### config.mk
export PLATFORM = sky130hd
export DESIGN_NAME = mc_fifo_bridge
export DESIGN_NICKNAME = d
export VERILOG_FILES = /design/src/rtl/mc_fifo_bridge.sv
export SDC_FILE = /design/constraint.sdc
export NUM_CORES = 1
export LEC_CHECK = 0
export CAP_MARGIN = 20
export CORE_ASPECT_RATIO = 0.75
export CORE_MARGIN = 2
export CORE_UTILIZATION = 30
export CTS_BUF_LIST = sky130_fd_sc_hd__clkbuf_4 sky130_fd_sc_hd__clkbuf_8
export CTS_CLUSTER_SIZE = 24
export DETAILED_ROUTE_END_ITERATION = 16
export SETUP_SLACK_MARGIN = 0.4
export SYNTH_ARGS = -nofsm -noshare
export SYNTH_HDL_FRONTEND = slang
export SYNTH_HIERARCHICAL = 1
export SYNTH_SLANG_ARGS = --single-unit
export TNS_END_PERCENT = 5
### constraint.sdc
create_clock -name clock -period 2.8 [get_ports clock]
set_input_delay 0.28 -clock clock [delete_from_list [all_inputs] [get_ports clock]]
set_output_delay 0.28 -clock clock [all_outputs]
set_load 0.01 [all_outputs]
### src/rtl/mc_fifo_bridge.sv
// mc_fifo_bridge: asynchronous MCU memory-bus slave feeding a command FIFO, draining a result FIFO,
// with a W1C status register and config registers. Optional MC_LOOPBACK_EN: cfg reg 0 bit0 = loopback.

module mc_fifo_bridge_fifo #(
  parameter int W     = 16,
  parameter int DEPTH = 16,
  parameter int CW    = $clog2(DEPTH+1)
) (
  input  logic          clock,
  input  logic          reset,
  input  logic          i_push,
  input  logic          i_pop,
  input  logic [W-1:0]  i_data,
  output logic [W-1:0]  o_head,
  output logic [CW-1:0] o_count
);
  localparam int AW = $clog2(DEPTH);

  logic [DEPTH-1:0][W-1:0] r_mem;
  logic [AW-1:0]           r_rp, r_wp;
  logic [CW-1:0]           r_cnt;
  logic                    w_pop, w_push;

  // A full FIFO still accepts a push when the head leaves on the same clock.
  assign w_pop  = i_pop && (r_cnt != '0);
  assign w_push = i_push && ((r_cnt < CW'(DEPTH)) || w_pop);

  always_ff @(posedge clock or negedge reset) begin
    if (!reset) begin
      r_mem <= '0;
      r_rp  <= '0;
      r_wp  <= '0;
      r_cnt <= '0;
    end else begin
      if (w_push) begin
        r_mem[r_wp] <= i_data;
        r_wp        <= r_wp + 1'b1;
      end
      if (w_pop) r_rp <= r_rp + 1'b1;
      if (w_push && !w_pop)      r_cnt <= r_cnt + 1'b1;
      else if (w_pop && !w_push) r_cnt <= r_cnt - 1'b1;
    end
  end

  assign o_head  = r_mem[r_rp];
  assign o_count = r_cnt;
endmodule

module mc_fifo_bridge #(
  parameter int MC_DATA_WIDTH = 16,
  parameter int MC_ADD_WIDTH  = 6,
  parameter int FIFO_DEPTH    = 16,
  parameter int REG_COUNT     = 8,
  parameter int REG_BASE      = 'h10,
  parameter int SYNC_STAGES   = 2
) (
  input  logic                              clock,
  input  logic                              reset,
  input  logic                              mc_ce,
  input  logic                              mc_oe,
  input  logic                              mc_we,
  input  logic [MC_ADD_WIDTH-1:0]           mc_add,
  input  logic [MC_DATA_WIDTH-1:0]          mc_data_in,
  output logic [MC_DATA_WIDTH-1:0]          mc_data_out,
  output logic                              mc_data_oe,
  output logic [MC_DATA_WIDTH-1:0]          cmd_data,
  output logic                              cmd_valid,
  input  logic                              cmd_ready,
  input  logic [MC_DATA_WIDTH-1:0]          res_data,
  input  logic                              res_valid,
  output logic                              res_ready,
  output logic [REG_COUNT*MC_DATA_WIDTH-1:0] cfg_regs,
  output logic                              irq
);
  localparam int W  = MC_DATA_WIDTH;
  localparam int CW = $clog2(FIFO_DEPTH+1);
  localparam int PW = $clog2(SYNC_STAGES+2);

  localparam logic [2:0] S_IDLE    = 3'd0;
  localparam logic [2:0] S_WCAP    = 3'd1;
  localparam logic [2:0] S_WCOMMIT = 3'd2;
  localparam logic [2:0] S_RLOAD   = 3'd3;
  localparam logic [2:0] S_RHOLD   = 3'd4;

  logic [SYNC_STAGES-1:0]      r_ce_s, r_oe_s, r_we_s;
  logic                        r_oe_d, r_we_d;
  logic [PW-1:0]               r_prime;
  logic                        w_ce, w_oe, w_we, w_primed;
  logic                        w_oe_fall, w_we_fall, w_we_rise;
  logic [2:0]                  r_state;
  logic [MC_ADD_WIDTH-1:0]     r_cap_add;
  logic [W-1:0]                r_cap_data, r_data_out, w_rd_data;
  logic [REG_COUNT-1:0][W-1:0] r_cfg;
  logic                        r_ovf, r_unf;
  logic                        w_commit, w_rd;
  logic                        w_cmd_push, w_cmd_pop, w_res_push, w_res_pop;
  logic [W-1:0]                w_cmd_head, w_res_head, w_res_din;
  logic [CW-1:0]               w_cmd_cnt, w_res_cnt;

  // Edges count only once the synchroniser holds real pad samples, so a strobe
  // already low when reset lifts never looks like an edge.
  always_ff @(posedge clock or negedge reset) begin
    if (!reset) begin
      r_ce_s  <= '1;
      r_oe_s  <= '1;
      r_we_s  <= '1;
      r_oe_d  <= 1'b1;
      r_we_d  <= 1'b1;
      r_prime <= '0;
    end else begin
      r_ce_s <= {r_ce_s[SYNC_STAGES-2:0], mc_ce};
      r_oe_s <= {r_oe_s[SYNC_STAGES-2:0], mc_oe};
      r_we_s <= {r_we_s[SYNC_STAGES-2:0], mc_we};
      r_oe_d <= w_oe;
      r_we_d <= w_we;
      if (!w_primed) r_prime <= r_prime + 1'b1;
    end
  end

  assign w_ce      = r_ce_s[SYNC_STAGES-1];
  assign w_oe      = r_oe_s[SYNC_STAGES-1];
  assign w_we      = r_we_s[SYNC_STAGES-1];
  assign w_primed  = (r_prime == PW'(SYNC_STAGES+1));
  assign w_oe_fall = w_primed && r_oe_d && !w_oe;
  assign w_we_fall = w_primed && r_we_d && !w_we;
  assign w_we_rise = w_primed && !r_we_d && w_we;
  assign mc_data_oe = !w_oe && !w_ce;

  always_ff @(posedge clock or negedge reset) begin
    if (!reset) begin
      r_state    <= S_IDLE;
      r_cap_add  <= '0;
      r_cap_data <= '0;
    end else begin
      if (!w_we && !w_ce) begin
        r_cap_add  <= mc_add;
        r_cap_data <= mc_data_in;
      end
      case (r_state)
        S_IDLE: begin
          if (w_we_fall && !w_ce)      r_state <= S_WCAP;
          else if (w_oe_fall && !w_ce) r_state <= S_RLOAD;
        end
        S_WCAP:    if (w_we_rise) r_state <= w_ce ? S_IDLE : S_WCOMMIT;
        S_WCOMMIT: r_state <= S_IDLE;
        S_RLOAD:   r_state <= S_RHOLD;
        S_RHOLD:   if (w_oe) r_state <= S_IDLE;
        default:   r_state <= S_IDLE;
      endcase
    end
  end

  assign w_commit = (r_state == S_WCOMMIT);
  assign w_rd     = (r_state == S_RLOAD);

  always_comb begin
    w_rd_data = '0;
    if (mc_add == '0) begin
      if (w_res_cnt != '0) w_rd_data = w_res_head;
    end else if (mc_add == MC_ADD_WIDTH'(1)) begin
      w_rd_data = W'({w_res_cnt, w_cmd_cnt, r_ovf, r_unf});
    end else begin
      for (int i = 0; i < REG_COUNT; i++)
        if (mc_add == MC_ADD_WIDTH'(REG_BASE + i)) w_rd_data = r_cfg[i];
    end
  end

  assign w_cmd_push = w_commit && (r_cap_add == '0);
  assign w_res_pop  = w_rd && (mc_add == '0);

  always_ff @(posedge clock or negedge reset) begin
    if (!reset) begin
      r_data_out <= '0;
      r_cfg      <= '0;
      r_ovf      <= 1'b0;
      r_unf      <= 1'b0;
    end else begin
      // A read edge colliding with an active write returns 0.
      if (w_rd)
        r_data_out <= w_rd_data;
      else if (w_oe_fall && !w_ce && ((r_state == S_WCAP) || (r_state == S_IDLE && w_we_fall)))
        r_data_out <= '0;
      for (int i = 0; i < REG_COUNT; i++)
        if (w_commit && r_cap_add == MC_ADD_WIDTH'(REG_BASE + i)) r_cfg[i] <= r_cap_data;
      if (w_commit && r_cap_add == MC_ADD_WIDTH'(1)) begin
        if (r_cap_data[0]) r_unf <= 1'b0;
        if (r_cap_data[1]) r_ovf <= 1'b0;
      end
      if (w_cmd_push && (w_cmd_cnt == CW'(FIFO_DEPTH)) && !w_cmd_pop) r_ovf <= 1'b1;
      if (w_res_pop && (w_res_cnt == '0))                             r_unf <= 1'b1;
    end
  end

`ifdef MC_LOOPBACK_EN
  logic w_lb, w_xfer;
  assign w_lb       = r_cfg[0][0];
  assign w_xfer     = w_lb && (w_cmd_cnt != '0) && (w_res_cnt < CW'(FIFO_DEPTH));
  assign cmd_valid  = !w_lb && (w_cmd_cnt != '0);
  assign res_ready  = !w_lb && (w_res_cnt < CW'(FIFO_DEPTH));
  assign w_cmd_pop  = w_xfer || (cmd_valid && cmd_ready);
  assign w_res_push = w_xfer || (res_ready && res_valid);
  assign w_res_din  = w_xfer ? w_cmd_head : res_data;
`else
  assign cmd_valid  = (w_cmd_cnt != '0);
  assign res_ready  = (w_res_cnt < CW'(FIFO_DEPTH));
  assign w_cmd_pop  = cmd_valid && cmd_ready;
  assign w_res_push = res_ready && res_valid;
  assign w_res_din  = res_data;
`endif

  mc_fifo_bridge_fifo #(.W(W), .DEPTH(FIFO_DEPTH), .CW(CW)) u_cmd_fifo (
    .clock(clock), .reset(reset),
    .i_push(w_cmd_push), .i_pop(w_cmd_pop), .i_data(r_cap_data),
    .o_head(w_cmd_head), .o_count(w_cmd_cnt)
  );

  mc_fifo_bridge_fifo #(.W(W), .DEPTH(FIFO_DEPTH), .CW(CW)) u_res_fifo (
    .clock(clock), .reset(reset),
    .i_push(w_res_push), .i_pop(w_res_pop), .i_data(w_res_din),
    .o_head(w_res_head), .o_count(w_res_cnt)
  );

  assign mc_data_out = r_data_out;
  assign cmd_data    = w_cmd_head;
  assign cfg_regs    = r_cfg;
  assign irq         = (w_res_cnt != '0) || r_ovf || r_unf;
endmodule
==> impl_metrics.env, run 1 <==
export IMPL_status="finished with violations"
export IMPL_violations="negative setup slack"
export IMPL_timing_fmax_mhz=348
export IMPL_synthDistinctLibCells=75
export IMPL_synth_top_family_by_area="multiplexers"
export IMPL_viasPerCell=5.17
export IMPL_avgSynthCellArea_sq_um=14.9
export IMPL_critPathBufInv=3
export IMPL_cp_start_kind="flop"
export IMPL_cp_arrival_ns=2.59
export IMPL_rsz0062_at_grt="yes"
export IMPL_hpwl_um=70900
export IMPL_worstPathRequired_ns=2.52
export IMPL_holdPathStages=1
export IMPL_async_reset_ff_share_pct=100
export IMPL_clkLatencyLatePin_ns=0.78
export IMPL_layout_nets=2682
export IMPL_place_port_buffers=208
export IMPL_fin_cells=4175
export IMPL_critical_path_class="flop to output pin"
export IMPL_cts_buffer_depth=3
export IMPL_dieArea_sq_um=115000
export IMPL_fin_crit_ns=2.87
export IMPL_start_util_pct=30.2
export IMPL_power_density_nw_per_um2=772
export IMPL_grt_max_degree=104
export IMPL_worstMarginPinSlew_ns=1.10
export IMPL_nFillCells=10200
export IMPL_drt_iter0_markers=1377
export IMPL_num_rows=106
export IMPL_netlist_area_sq_um=33600
export IMPL_synth_top_area_share_pct=52.9
export IMPL_wl_um=106000
export IMPL_cp_slowest_stage_delay_ns=0.57
export IMPL_ys_warn_count=6
export IMPL_remaining_drc_errors=0
export IMPL_grt_pass1_wl_um=154000
export IMPL_firstDrtPassIters=5
export IMPL_ant_nets=0
export IMPL_clock_root_buffer="clkbuf_8"
export IMPL_cp_end_kind="output pin"
export IMPL_slew_headroom_pct=26.8
export IMPL_gp_congestion=0.826
export IMPL_drive_gt1_share_pct=50.6
export IMPL_fin_total_pwr_mw=33.8
export IMPL_grt_pass1_vias=23200
export IMPL_area_growth_pct=30.2
export IMPL_clk_pin_slew_ns=0.07
export IMPL_synth_xor_area_share_pct=0.547
export IMPL_synthCells=2265
export IMPL_cp_depth=7
export IMPL_rr_worst_depth=8
export IMPL_die_width_um=391
export IMPL_fin_util_pct=39.3
export IMPL_ys_top_cells_by_area="dfrtp_1, mux2_2, mux4_2"
export IMPL_grt_overflow=0
export IMPL_worstPathCellList="buf_8, buf_16, mux2i_1, a221oi_2, a22oi_2, nand2_2, buf_6"
export IMPL_htreeDepth=3
export IMPL_final_hold_violation_count=0
export IMPL_leakagePower_nw=20.4
export IMPL_yosysSeqAreaShare_pct=53.5
export IMPL_synth_compound_area_share_pct=5.08
export IMPL_numCtsBuffers=118
export IMPL_synth_edf_count=0
export IMPL_finalSetupViolations=12
export IMPL_dp_worst_setup_slack_ns=-0.285
export IMPL_vias=21600
export IMPL_ys_ff_latch=719
export IMPL_ios=209
export IMPL_cp_top_family="flip-flops"
export IMPL_fin_ws_ns=-0.0716
export IMPL_drv_slew=0
export IMPL_core_sq_um=111000
export IMPL_fin_hold_ws_ns=0.0700
export IMPL_ir_worst_vdd_mv=0.413
export IMPL_cts_sinks=719
export IMPL_synth_main_ff_cell="dfrtp_1"
export IMPL_hold_path_class="primary input to flop"
export IMPL_cp_max_fo=11
export IMPL_syn_num_nets=2331
export IMPL_synthMuxAreaShare_pct=32.9
export IMPL_slowest_stage="dfrtp_4"
export IMPL_antenna_found_initial=4
export IMPL_post_place_cells=3927
export IMPL_wire_per_inst_um=25.3
export IMPL_min_period_over_period_pct=103
export IMPL_yosys_area_top_type="dfrtp_1"
export IMPL_drv_cap=0
export IMPL_die_y_um=294
export IMPL_cts_tree="yes"
export IMPL_yosys_area_share_simple_pct=4.23
export IMPL_fin_skew_ns=0.0549
export IMPL_synth_adder_area_share_pct=0.825
export IMPL_grt_total_usage_pct=17.9
## logic make-up after synthesis
| family | count (synthesis) |
|---|---|
| flops | 719 |
| compound gates | 231 |
| mux | 892 |
| fa+ha+maj | 21 |
| xor+xnor | 21 |
| buf+inv | 191 |
| simple gates | 190 |
## metrics by stage
stage | area [sq um] | setup TNS, ns
detailed placement | 38400 | -46.14
finish | 43800 | -0.405
global placement | 38400 | -33.89
floorplan | 33700 | -0.171
global route | 43800 | -1.94
CTS | 42300 | -1.87
## flip-flops by register name, indices dropped and copies added (netlist names), 5 cells and up
| name | cells |
|---|---|
| mc_data_out | 16 |
| r_cap_data | 16 |
| r_cap_add | 6 |
| u_res_fifo/r_mem | 256 |
| u_cmd_fifo/r_mem | 256 |
| u_cmd_fifo/o_count | 5 |
| cfg_regs | 128 |
| u_res_fifo/o_count | 5 |
## cell usage after synthesis (all sizes together) (2+ instances only)
library cell  count
a211o             2
a211oi            9
a21boi            2
a21o              4
a21oi            20
a221oi           64
a22o              7
a22oi            32
a32oi            13
and2              7
buf             100
clkbuf           72
clkinv            3
dfrtp           711
dfstp             8
fa                2
ha               19
inv              16
mux2            666
mux2i           136
mux4             90
nand2            68
nand2b            3
nand3            29
nand3b            4
nand4            12
nand4b            2
nor2             21
nor2b            10
nor3              8
nor3b             2
nor4              3
nor4b             2
nor4bb            2
o211ai            5
o21a              3
o21ai            50
o221ai            2
o2bb2ai           2
o31ai             9
o32a              3
or2               3
or4               6
xnor2            17
xor2              4
## cells in the final DEF, fill, tap and decap left out, types with 14 or more instances in the layout
master and count:
a221oi_1 14, mux2i_1 126, clkbuf_4 39, o21ai_0 26, mux2_4 338, nand3_4 24
mux2_1 18, xnor2_1 16, clkbuf_8 153, a221oi_2 41, clkdlybuf4s50_1 186, o21ai_1 20
mux4_2 90, a22oi_2 21, buf_6 23, buf_8 14, dfrtp_1 705, nor2_1 16
a21oi_1 15, buf_12 46, buf_4 112, nand2_1 55, mux2_2 310
## path summary, 6_finish.rpt
path                                    startpoint                     to  slack [ns]
worst max-delay path            u_cmd_fifo/r_rp[0]            cmd_data[7]       -0.07
worst max register to register          r_state[2]   u_cmd_fifo/r_mem[74]        0.08
worst min register to register           r_we_s[0]              r_we_s[1]        0.33
worst min-delay path                         mc_ce              r_ce_s[0]        0.07
max in group asynchronous                    reset           cfg_regs[48]        1.63
min in group asynchronous                    reset  u_cmd_fifo/r_mem[224]        0.09
## layout make-up
cell class / count / area (sq um) / area share [%]
Sequential cell: 719 / 18000 / 41.1
Multi-Input combinational cell: 1355 / 16700 / 38.0
Timing Repair Buffer: 403 / 4450 / 10.2
Clock buffer: 192 / 2400 / 5.48
Tap cell: 1458 / 1820 / 4.16
Clock inverter: 25 / 360 / 0.823
Inverter: 19 / 81.3 / 0.186
Antenna cell: 4 / 10.0 / 0.0229
## where the power goes
group          switching, mW  internal, mW  total, mW
Combinational           4.57          4.97       9.55
Sequential              1.51          12.2       13.7
Clock                   4.47          6.09       10.6
Total                   10.5          23.3       33.8
## per-layer routing
metal  wire (um)  GRT usage (%)
met5          13              0
met4        2280           4.54
met3        6510           4.33
met2       46100           26.3
met1       50700           26.2
## what timing repair did
action / CTS / global route
pin swaps: 72 / 92
cloned: 5 / 2
endpoints found under the hold margin: 215 / 0
setup endpoints to repair: 356 / 349
buffers inserted: 14 / 5
resized for setup: 279 / 354
hold buffers: 1 / 0
No activity file was read; power rests on OpenSTA's default activity.
==> run 2, diff against run 1 <==
- ABC_AREA: not set -> 1
==> impl_metrics.env, run 2 <==
export IMPL_die_width_um=398
export IMPL_worstMarginPinSlew_ns=0.763
export IMPL_synthCells=4429
export IMPL_synthMuxAreaShare_pct=0
export IMPL_clkLatencyLatePin_ns=0.81
export IMPL_cp_max_fo=6
export IMPL_clock_root_buffer="clkbuf_8"
export IMPL_finalSetupViolations=0
export IMPL_fin_ws_ns=0.113
export IMPL_viasPerCell=4.76
export IMPL_r2r_end="u_cmd_fifo/o_count[4]"
export IMPL_min_period_over_period_pct=96.0
export IMPL_grt_max_degree=88
export IMPL_r2r_setup_slack_ns=0.30
export IMPL_grt_pass1_wl_um=174000
export IMPL_rr_worst_depth=13
export IMPL_crit_start="u_cmd_fifo/r_rp[0]"
export IMPL_wire_per_inst_um=18.2
export IMPL_cp_end_kind="output pin"
export IMPL_antenna_found_initial=2
export IMPL_leakagePower_nw=19.9
export IMPL_grt_overflow=0
export IMPL_syn_num_nets=4495
export IMPL_synth_edf_count=0
export IMPL_gp_congestion=0.974
export IMPL_yosys_area_top_type="dfrtp_1"
export IMPL_ys_ff_latch=719
export IMPL_clk_pin_slew_ns=0.07
export IMPL_synth_xor_area_share_pct=0.326
export IMPL_fin_crit_ns=2.69
export IMPL_synth_top_area_share_pct=51.0
export IMPL_final_hold_violation_count=0
export IMPL_numCtsBuffers=108
export IMPL_multi_input_area_sq_um=14000
export IMPL_htreeDepth=3
export IMPL_fin_skew_ns=0.0473
export IMPL_critical_path_class="flop to output pin"
export IMPL_hold_path_class="primary input to flop"
export IMPL_cp_arrival_ns=2.41
export IMPL_synth_top_family_by_area="simple AND/OR/NAND/NOR gates"
export IMPL_layout_common_cells="nand2_1, dfrtp_1, o21ai_0"
export IMPL_synthDistinctLibCells=45
export IMPL_ant_nets=0
export IMPL_cts_tree="yes"
export IMPL_stdcell_area_sq_um=42100
export IMPL_drv_slew=0
export IMPL_cp_start_kind="flop"
export IMPL_yosysSeqAreaShare_pct=51.6
export IMPL_synth_main_ff_cell="dfrtp_1"
export IMPL_timing_fmax_mhz=372
export IMPL_die_y_um=299
export IMPL_ir_worst_vdd_mv=0.472
export IMPL_vias=29900
export IMPL_final_common_cell="nand2_1"
export IMPL_dieArea_sq_um=119000
export IMPL_slew_headroom_pct=48.9
export IMPL_rr_startpoint="r_cap_add[5]"
export IMPL_nFillCells=12000
export IMPL_start_util_pct=30.2
export IMPL_drt_iter0_markers=3242
export IMPL_ys_top_cells_by_area="dfrtp_1, nand2_1, o21ai_0"
export IMPL_wl_um=114000
export IMPL_num_rows=108
export IMPL_layout_nets=4708
export IMPL_hpwl_um=72000
export IMPL_rsz0062_at_grt="yes"
export IMPL_dpl_cell_area_sq_um=38500
export IMPL_critPathCapture="cmd_data[10]"
export IMPL_netlist_area_sq_um=34900
export IMPL_dp_worst_setup_slack_ns=0.108
export IMPL_drive_gt1_share_pct=11.8
export IMPL_area_growth_pct=20.6
export IMPL_ff_latch_area_sq_um=18000
export IMPL_grt_total_usage_pct=18.9
export IMPL_synth_compound_area_share_pct=11.1
export IMPL_cts_buffer_depth=3
export IMPL_status="complete, no violations"
export IMPL_grt_pass1_vias=27700
export IMPL_worstPathRequired_ns=2.52
export IMPL_place_port_buffers=208
export IMPL_core_sq_um=116000
export IMPL_synth_commonest_cells="nand2_1, dfrtp_1, o21ai_0"
export IMPL_power_density_nw_per_um2=894
export IMPL_firstDrtPassIters=6
export IMPL_synth_most_common_cell="nand2_1"
export IMPL_ys_warn_count=6
export IMPL_ios=209
export IMPL_yosys_area_share_simple_pct=27.5
export IMPL_remaining_drc_errors=0
export IMPL_cts_sinks=719
export IMPL_holdPathStages=3
export IMPL_setup_tns_ns=0
export IMPL_synth_adder_area_share_pct=0.796
export IMPL_avgSynthCellArea_sq_um=7.88
export IMPL_drv_cap=0
export IMPL_async_reset_ff_share_pct=100
[run 2: changes by cell type in the layout (fill, tap and decap cells not counted), sizes merged, moves of 47 or more]
cell	before	now
nor2	21	284
mux2i	136	0
mux2	666	0
mux4	90	0
nand2	68	1760
a221oi	64	0
nand3	29	242
inv	21	334
o21ai	50	689
buf	213	166
[run 2: repair_timing]
item	CTS	global route
cloned	10	4
setup buffers	20	4
setup endpoints to repair	277	309
pin swaps	22	18
resized for setup	127	34
endpoints found under the hold margin	362	0
hold buffers	10	0
[run 2: how the worst min path moves through the flow]
stage,from,endpoint
after floorplan,reset,cfg_regs[0]
after global routing,mc_data_in[6],r_cap_data[6]
after CTS,mc_data_in[14],r_cap_data[14]
after detailed placement,reset,u_cmd_fifo/r_mem[34]
final,mc_data_in[14],r_cap_data[14]
after global placement,reset,u_cmd_fifo/r_mem[50]
[run 2: critical path, stage by stage (launching register included)]
cell and delay [ns]:
dfrtp_4 0.54, clkinv_8 0.11, buf_8 0.11, buf_12 0.12
buf_12 0.11, nand2_4 0.04, nand3_2 0.07, nand2_2 0.05
nor2_2 0.13, nand2_1 0.07, nand2_2 0.13, buf_6 0.12
[run 2: logic make-up (layout without fill, tap and decap cells)]
logic type,after synthesis,count (layout)
other,0,2
flip-flops,719,719
AND/OR/NAND/NOR,2349,2349
XOR/XNOR,13,13
AO/OA/AOI/OAI,721,721
adder cells (fa/ha/maj),21,21
buffers and inverters,606,914
[run 2: routing by layer]
layer / wire (um) / track usage (%)
met5: 0 / 0
met1: 54200 / 28.3
met3: 8070 / 3.36
met4: 2860 / 5.35
met2: 49000 / 27.6
[run 2: layout make-up]
type | count | area share, %
antenna | 2 | 0.0119
tap | 1540 | 4.58
clock buffer | 168 | 5.18
clock inverter | 37 | 0.990
inverter | 336 | 3.04
sequential | 719 | 42.8
multi-input combinational | 3104 | 33.3
timing repair buffer | 373 | 10.1
[run 2: where the power goes]
group	leakage (nW)	internal (mW)	total [mW]	switching (mW)
clock	1.38	5.66	10.2	4.55
combinational	8.93	5.26	13.0	7.69
sequential	9.64	12.8	14.5	1.73
[run 2: stage by stage]
| step | total power, mW | std cells | hold slack (ns) | util (%) |
|---|---|---|---|---|
| after floorplan | 21.1 | 4429 | -0.0156 | - |
| final | 37.6 | 6279 | 0.0677 | 36.4 |
| after CTS | 37.5 | 6269 | 0.00000738 | 36.2 |
| after global placement | 25.8 | 6024 | 0.284 | 33.3 |
| after global routing | 39.9 | 6278 | 0.0474 | 36.4 |
| after detailed placement | 26.0 | 6024 | 0.292 | 33.3 |
==> run 3, diff against run 2 <==
- SLEW_MARGIN: not set -> 10
==> results of run 3 <==
The final DEF is identical to that of run 2; final timing and power are the same.
